==> src/rtl/mem_pkg.sv <==
// Shared types and helpers for the block-fill responder.
// MEM_WRITE_EN adds the WRITE state used by block writes.
package mem_pkg;

   localparam logic [31:0] INIT_PATTERN = 32'hD00D0000;

   typedef enum logic [1:0] {
      ST_IDLE  = 2'd0,
      ST_WAIT  = 2'd1,
      ST_BURST = 2'd2
`ifdef MEM_WRITE_EN
      ,
      ST_WRITE = 2'd3
`endif
   } state_t;

   function automatic int beats_of(input int block_size, input int data_width);
      return block_size / (data_width / 8);
   endfunction

   function automatic int byte_sel_width(input int data_width);
      return $clog2(data_width / 8);
   endfunction

   function automatic int offset_width(input int block_size);
      return $clog2(block_size);
   endfunction

   function automatic int word_sel_width(input int beats);
      return $clog2(beats);
   endfunction

endpackage

==> src/rtl/mem_word_array.sv <==
// Word storage preset to the init pattern; combinational read.
// Writable only when MEM_WRITE_EN is defined, otherwise a fixed table.
module mem_word_array
   import mem_pkg::*;
#(
   parameter int AW = 9,
   parameter int DW = 32
) (
   input  logic          clk,
`ifdef MEM_WRITE_EN
   input  logic          we,
   input  logic [AW-1:0] waddr,
   input  logic [DW-1:0] wdata,
`endif
   input  logic [AW-1:0] raddr,
   output logic [DW-1:0] rdata
);

`ifdef MEM_WRITE_EN
   localparam int WORDS = 1 << AW;

   typedef logic [DW-1:0] mem_t [WORDS];

   function automatic mem_t init_words();
      mem_t w;
      for (int i = 0; i < WORDS; i++) begin
         w[i] = DW'(INIT_PATTERN | 32'(i));
      end
      return w;
   endfunction

   mem_t mem = init_words();

   always_ff @(posedge clk) begin
      if (we) begin
         mem[waddr] <= wdata;
      end
   end

   assign rdata = mem[raddr];
`else
   // Contents can never change, so each word is just its init value.
   logic unused_clk;
   assign unused_clk = clk;
   assign rdata = DW'(INIT_PATTERN | 32'(raddr));
`endif

endmodule

==> src/rtl/mem_fill_responder.sv <==
// Critical-word-first block-fill responder with fixed access latency.
// Define MEM_WRITE_EN to add block writes (req_write / wr_* ports).
module mem_fill_responder
   import mem_pkg::*;
#(
   parameter int ADDR_WIDTH  = 11,
   parameter int DATA_WIDTH  = 32,
   parameter int BLOCK_SIZE  = 16,
   parameter int MEM_LATENCY = 4
) (
   input  logic                  clk,
   input  logic                  rst,
   input  logic                  req_valid,
   output logic                  req_ready,
   input  logic [ADDR_WIDTH-1:0] req_addr,
`ifdef MEM_WRITE_EN
   input  logic                  req_write,
   input  logic                  wr_valid,
   output logic                  wr_ready,
   input  logic [DATA_WIDTH-1:0] wr_data,
`endif
   output logic                  resp_valid,
   input  logic                  resp_ready,
   output logic [DATA_WIDTH-1:0] resp_data,
   output logic                  resp_last
);

   localparam int BEATS   = beats_of(BLOCK_SIZE, DATA_WIDTH);
   localparam int BYTE_W  = byte_sel_width(DATA_WIDTH);
   localparam int OFF_W   = offset_width(BLOCK_SIZE);
   localparam int WSEL_W  = word_sel_width(BEATS);
   localparam int WORD_AW = ADDR_WIDTH - BYTE_W;
   localparam int BLK_W   = ADDR_WIDTH - OFF_W;

   localparam logic [3:0]        LAT      = 4'(MEM_LATENCY);
   localparam logic [WSEL_W-1:0] LAST_SEL = WSEL_W'(BEATS - 1);
   localparam logic              ONE_BEAT = (BEATS == 1);

   state_t              state;
   logic [3:0]          lat_cnt;
   logic [BLK_W-1:0]    blk;
   logic [WSEL_W-1:0]   crit;
   logic [WSEL_W-1:0]   beat;

   logic [WSEL_W-1:0]   nxt_beat;
   logic [WSEL_W-1:0]   rd_sel;
   logic [WORD_AW-1:0]  rd_idx;
   logic [DATA_WIDTH-1:0] rd_data;
   logic                last_beat;
   logic                resp_fire;
   logic                req_fire;
   logic                unused_lsb;

   assign nxt_beat  = beat + 1'b1;
   assign last_beat = (beat == LAST_SEL);
   assign resp_fire = resp_valid & resp_ready;
   assign req_fire  = req_valid & req_ready;
   assign unused_lsb = ^req_addr[BYTE_W-1:0];

   // In IDLE the critical word is read straight from req_addr so a
   // zero-latency request can load beat 0 on its acceptance edge.
   assign rd_sel = crit + ((state == ST_BURST) ? nxt_beat : '0);
   assign rd_idx = (state == ST_IDLE) ?
                   req_addr[ADDR_WIDTH-1:BYTE_W] : {blk, rd_sel};

`ifdef MEM_WRITE_EN
   logic                 wr_fire;
   logic [WSEL_W-1:0]    wr_sel;

   assign wr_fire = wr_valid & wr_ready;
   assign wr_sel  = crit + beat;
`endif

   mem_word_array #(
      .AW (WORD_AW),
      .DW (DATA_WIDTH)
   ) u_array (
      .clk   (clk),
`ifdef MEM_WRITE_EN
      .we    (wr_fire),
      .waddr ({blk, wr_sel}),
      .wdata (wr_data),
`endif
      .raddr (rd_idx),
      .rdata (rd_data)
   );

   always_ff @(posedge clk or posedge rst) begin
      if (rst) begin
         state      <= ST_IDLE;
         req_ready  <= 1'b1;
         resp_valid <= 1'b0;
         resp_last  <= 1'b0;
         resp_data  <= '0;
         lat_cnt    <= '0;
         blk        <= '0;
         crit       <= '0;
         beat       <= '0;
`ifdef MEM_WRITE_EN
         wr_ready   <= 1'b0;
`endif
      end else begin
         unique case (state)
            ST_IDLE: begin
               if (req_fire) begin
                  blk       <= req_addr[ADDR_WIDTH-1:OFF_W];
                  crit      <= req_addr[OFF_W-1:BYTE_W];
                  beat      <= '0;
                  req_ready <= 1'b0;
`ifdef MEM_WRITE_EN
                  if (req_write) begin
                     state    <= ST_WRITE;
                     wr_ready <= 1'b1;
                  end else
`endif
                  if (LAT == 4'd0) begin
                     state      <= ST_BURST;
                     resp_valid <= 1'b1;
                     resp_data  <= rd_data;
                     resp_last  <= ONE_BEAT;
                  end else begin
                     state   <= ST_WAIT;
                     lat_cnt <= LAT;
                  end
               end
            end
            ST_WAIT: begin
               if (lat_cnt == 4'd1) begin
                  state      <= ST_BURST;
                  lat_cnt    <= '0;
                  resp_valid <= 1'b1;
                  resp_data  <= rd_data;
                  resp_last  <= ONE_BEAT;
               end else begin
                  lat_cnt <= lat_cnt - 4'd1;
               end
            end
            ST_BURST: begin
               if (resp_fire) begin
                  if (last_beat) begin
                     state      <= ST_IDLE;
                     req_ready  <= 1'b1;
                     resp_valid <= 1'b0;
                     resp_last  <= 1'b0;
                     resp_data  <= '0;
                     beat       <= '0;
                  end else begin
                     beat      <= nxt_beat;
                     resp_data <= rd_data;
                     resp_last <= (nxt_beat == LAST_SEL);
                  end
               end
            end
`ifdef MEM_WRITE_EN
            // Beat stays at the last index so the single ack beat
            // retires through the normal BURST exit.
            ST_WRITE: begin
               if (wr_fire) begin
                  if (last_beat) begin
                     state      <= ST_BURST;
                     wr_ready   <= 1'b0;
                     resp_valid <= 1'b1;
                     resp_data  <= '0;
                     resp_last  <= 1'b1;
                  end else begin
                     beat <= nxt_beat;
                  end
               end
            end
`endif
            default: begin
               state <= ST_IDLE;
            end
         endcase
      end
   end

endmodule

==> config.mk <==
export PLATFORM = sky130hd
export DESIGN_NAME = mem_fill_responder
export DESIGN_NICKNAME = d
export VERILOG_FILES = /design/src/rtl/mem_pkg.sv /design/src/rtl/mem_word_array.sv /design/src/rtl/mem_fill_responder.sv
export SDC_FILE = /design/constraint.sdc
export NUM_CORES = 1
export LEC_CHECK = 0
export ABC_AREA = 1
export BUFFER_PORTS_ARGS = -buffer_cell sky130_fd_sc_hd__buf_2
export CORE_ASPECT_RATIO = 1.1
export CORE_MARGIN = 2
export CORE_UTILIZATION = 50
export CTS_BUF_LIST = sky130_fd_sc_hd__clkbuf_4
export DETAILED_ROUTE_END_ITERATION = 8
export GPL_TIMING_DRIVEN = 1
export PLACE_DENSITY_LB_ADDON = 0.08
export RECOVER_POWER = 25
export SLEW_MARGIN = 20
export SYNTH_ARGS = -nofsm -noshare
export SYNTH_HDL_FRONTEND = slang
export SYNTH_SLANG_ARGS = --single-unit
==> constraint.sdc <==
create_clock -name clk -period 1.4 [get_ports clk]
set_input_delay 0.14 -clock clk [delete_from_list [all_inputs] [get_ports clk]]
set_output_delay 0.14 -clock clk [all_outputs]
set_load 0.02 [all_outputs]
==> key figures <==
Status
  • Outcome: completed

Worst hold path
  • Cells on Worst Hold Path: 3
  • Min-delay src: req_addr[8]
  • Hold endpoint: blk[4]$_DFFE_PP0P_
  • Hold crit path type: input pin to flop

Detailed routing
  • Routed WL: roughly 3400 um
  • Total number of vias: around 1400
  • Detail Route Antenna Nets: 0
  • DRC viols: 0
  • Initial DRC count: 44
  • DRT Pass-1 Iters: 4
  • DR WL/cell: around 12 um
  • Vias per cell: 4.80

Logic synthesis
  • Post-Synth Adder-Cell Area: between 3 and 4%
  • Post-synth EDFFs: 0
  • Syn avg cell area: 8.05 um^2
  • Multiplexer share of the synthesized area: 0%
  • FFs w/ async S/R, synth: 100%
  • Post-synth top cells: nand2_1 (74), dfrtp_1 (29), buf_4 (22)
  • Dominant synthesized flop cell: dfrtp_1
  • Count leader, synth: nand2_1
  • Largest family of logic cells by synthesized area: simple AND/OR/NAND/NOR gates
  • Ys Warns: 0
  • Compound-Gate Fraction of Synth Area: about 8.6%
  • Synth Area in Simple Gates: roughly 25%
  • Synth unique cells: 23
  • Top-area cell type share of the netlist area: roughly 44%
  • Top post-synthesis cells by area: dfrtp_1 (44%), nand2_1 (17%), buf_4 (9.9%)
  • Synth Instances: 207
  • XOR/XNOR Fraction of Synth Area: 0%
  • Post-Synthesis Cell Area: between 1500 and 2000 um^2
  • Seq/Total Area, Yosys: roughly 45%
  • Yosys top cell by area: dfrtp_1
  • Flops & latches, synth: 30

Cells and area
  • Area grow syn2layout: 19.1%
  • Fill count: approximately 300
  • Final nets: around 270
  • Antenna cell count: 0
  • Cell Count, Final, Fillers Out: around 280
  • Layout cells sized above 1: slightly below 30%

Critical path
  • R2R Path Start: state[0]$_DFFE_PP0P_
  • Setup CP Type: flop to flop
  • Crit. End Element: flop
  • R2r setup slk: around 0.025 ns
  • R2r endpoint: resp_data[7]$_DFFE_PP0P_
  • Crit path launch: state[0]$_DFFE_PP0P_
  • Crit Path Max Fanout: 6
  • Worst Path Required: ~1.7 ns
  • CP arrival: approximately 1.7 ns
  • R2R depth: 8
  • Startpoint Class: flop

Power
  • Leakage: 1.04 nW
  • VDD IR max: 0.000782 V
  • Pwr per Cell Area: 829 nW/um^2

Timing
  • Worst clock skew: 0.0146 ns
  • RSZ-0062 raised after global routing: true
  • Final Hold Viols: 0
  • Final Max Slew Viols: 0
  • # setup viols final: 0
  • Fin Setup TNS: 0 ns
  • Final worst-path cycle share: a little over nine tenths
  • Actual slew at the worst max-slew pin: around 0.76 ns
  • Max frequency: approximately 730 MHz
  • Post-route minimum period: about 1.4 ns
  • Max_slew headroom: between 40% and 50%

GRT
  • Total grt overflow: 0
  • Vias in the first global route: roughly 1300
  • Initial antenna violation count: 0
  • Global-route wire length before repair: approximately 5800 um
  • Largest net degree at the start of global routing: 31
  • GRT Util Overall: about a fifth

Run
  • Number of max-cap violations: 0

Floorplanning
  • Core area: 3130 um^2
  • Die width: ~59 um
  • Num ports: 50
  • Die area: approximately 3800 um^2
  • Initial Util: between 50% and 60%
  • Die Y: 64.6 um
  • Site row count: 21

CTS
  • Max Root-Sink Buffers: 2
  • H-tree levels: 2
  • Sink Count: 30
  • Clock root cell: clkbuf_4
  • Num CTS Buffers: 5
  • Worst-Skew Late Latency: ~0.34 ns
  • CTS tree: built
  • Clk pin slew, worst setup/hold paths: between 0.1 and 0.15 ns

Place
  • Global placement routability congestion: around 0.83
  • Cell count after placement: 270
  • DP HPWL: around 2300 um
  • Buffers added on ports: 30
timing repair:
| action | in CTS | in global routing |
|---|---|---|
| pin swaps | 1 | 6 |
| endpoints found under the hold margin | 29 | 0 |
| endpoints found under the setup margin | 6 | 18 |
| gates cloned | 1 | 0 |
| setup buffers | 0 | 3 |
| hold buffers | 1 | 0 |
| gates resized for setup | 4 | 17 |
where the power goes:
part	leakage, nW	switching [mW]	total, mW	internal, mW
sequential	0.314	0	0.866	0.866
clock	0.0450	0.316	0.685	0.370
combinational	0.679	0.0753	0.0952	0.0199
total	1.04	0.391	1.65	1.26
flip-flops by register name, indices dropped and copies added, names as in the netlist:
register,cells
beat,2
blk,7
crit,2
lat_cnt,4
req_ready,1
resp_data,10
resp_last,1
resp_valid,1
state,2
kinds of logic (layout without fill, tap and decap cells):
family	Yosys count	in the layout
buf+inv	50	75
fa+ha+maj	5	5
flops	30	30
simple gates	95	95
compound gates	26	27
other cells	1	17
metal layers:
| metal | wire, um | share of wire, % | up-vias | track usage, % |
|---|---|---|---|---|
| met2 | 1700 | 51 | 41 | 33.8 |
| met5 | 0 | 0 | - | 0 |
| met1 | 1410 | 42 | 616 | 23.4 |
| met3 | 148 | 4.4 | 10 | 6.39 |
| met4 | 91 | 2.7 | 0 | 10.5 |
| li1 | - | - | 690 | - |
cells in the final DEF (no fill, tap or decap), types with 2 or more instances in the layout:
| cell | instances |
|---|---|
| dfrtp_1 | 27 |
| nand3_1 | 7 |
| inv_6 | 2 |
| clkbuf_4 | 5 |
| conb_1 | 17 |
| nand3_4 | 2 |
| o21ai_1 | 4 |
| nor2_1 | 2 |
| nor2_2 | 2 |
| a21oi_4 | 2 |
| nand2_4 | 2 |
| buf_4 | 9 |
| inv_1 | 19 |
| nand2_1 | 72 |
| nand2_2 | 2 |
| ha_1 | 4 |
| inv_2 | 3 |
| dfrtp_2 | 2 |
| buf_2 | 30 |
| nand4_1 | 2 |
| o21ai_0 | 20 |
| nor2_4 | 3 |
| clkinv_2 | 2 |
worst max-delay path by stage:
stage / end
detailed placement: resp_data[1]$_DFFE_PP0P_
finish: resp_data[7]$_DFFE_PP0P_
global route: resp_data[1]$_DFFE_PP0P_
floorplan: resp_data[1]$_DFFE_PP0P_
CTS: resp_data[1]$_DFFE_PP0P_
global placement: resp_data[1]$_DFFE_PP0P_
metrics by stage:
step                instance area, um^2  worst slack [ns]  util, %  hold slack, ns  total power, mW
floorplan                          1730            0.0761        -           0.230            0.984
global placement                   1790            0.0189     57.3           0.228            0.974
detailed placement                 1790           -0.0283     57.3           0.239            0.976
CTS                                1900          -0.00660     60.9          0.0163             1.66
global route                       1990           -0.0952     63.5          0.0259             1.71
finish                             1990            0.0251     63.5          0.0262             1.65
final cells by class:
| type | instances | area, um^2 | share of cell area [%] |
|---|---|---|---|
| multi-input cells | 144 | 761 | 38.3 |
| flip-flops and latches | 30 | 754 | 38.0 |
| repair buffers | 42 | 244 | 12.3 |
| inverters | 25 | 106 | 5.36 |
| well taps | 34 | 42.5 | 2.14 |
| clock inverters | 3 | 40.0 | 2.02 |
| clock buffers | 5 | 37.5 | 1.89 |
critical path, stage by stage, from the launching register on:
cell,delay (ns)
dfrtp_1,0.43
inv_2,0.11
nand2_4,0.06
buf_4,0.16
inv_6,0.07
nand2_8,0.07
a21oi_4,0.25
nand2_1,0.09
nand2_1,0.06
(Power assumes the default switching activity.)
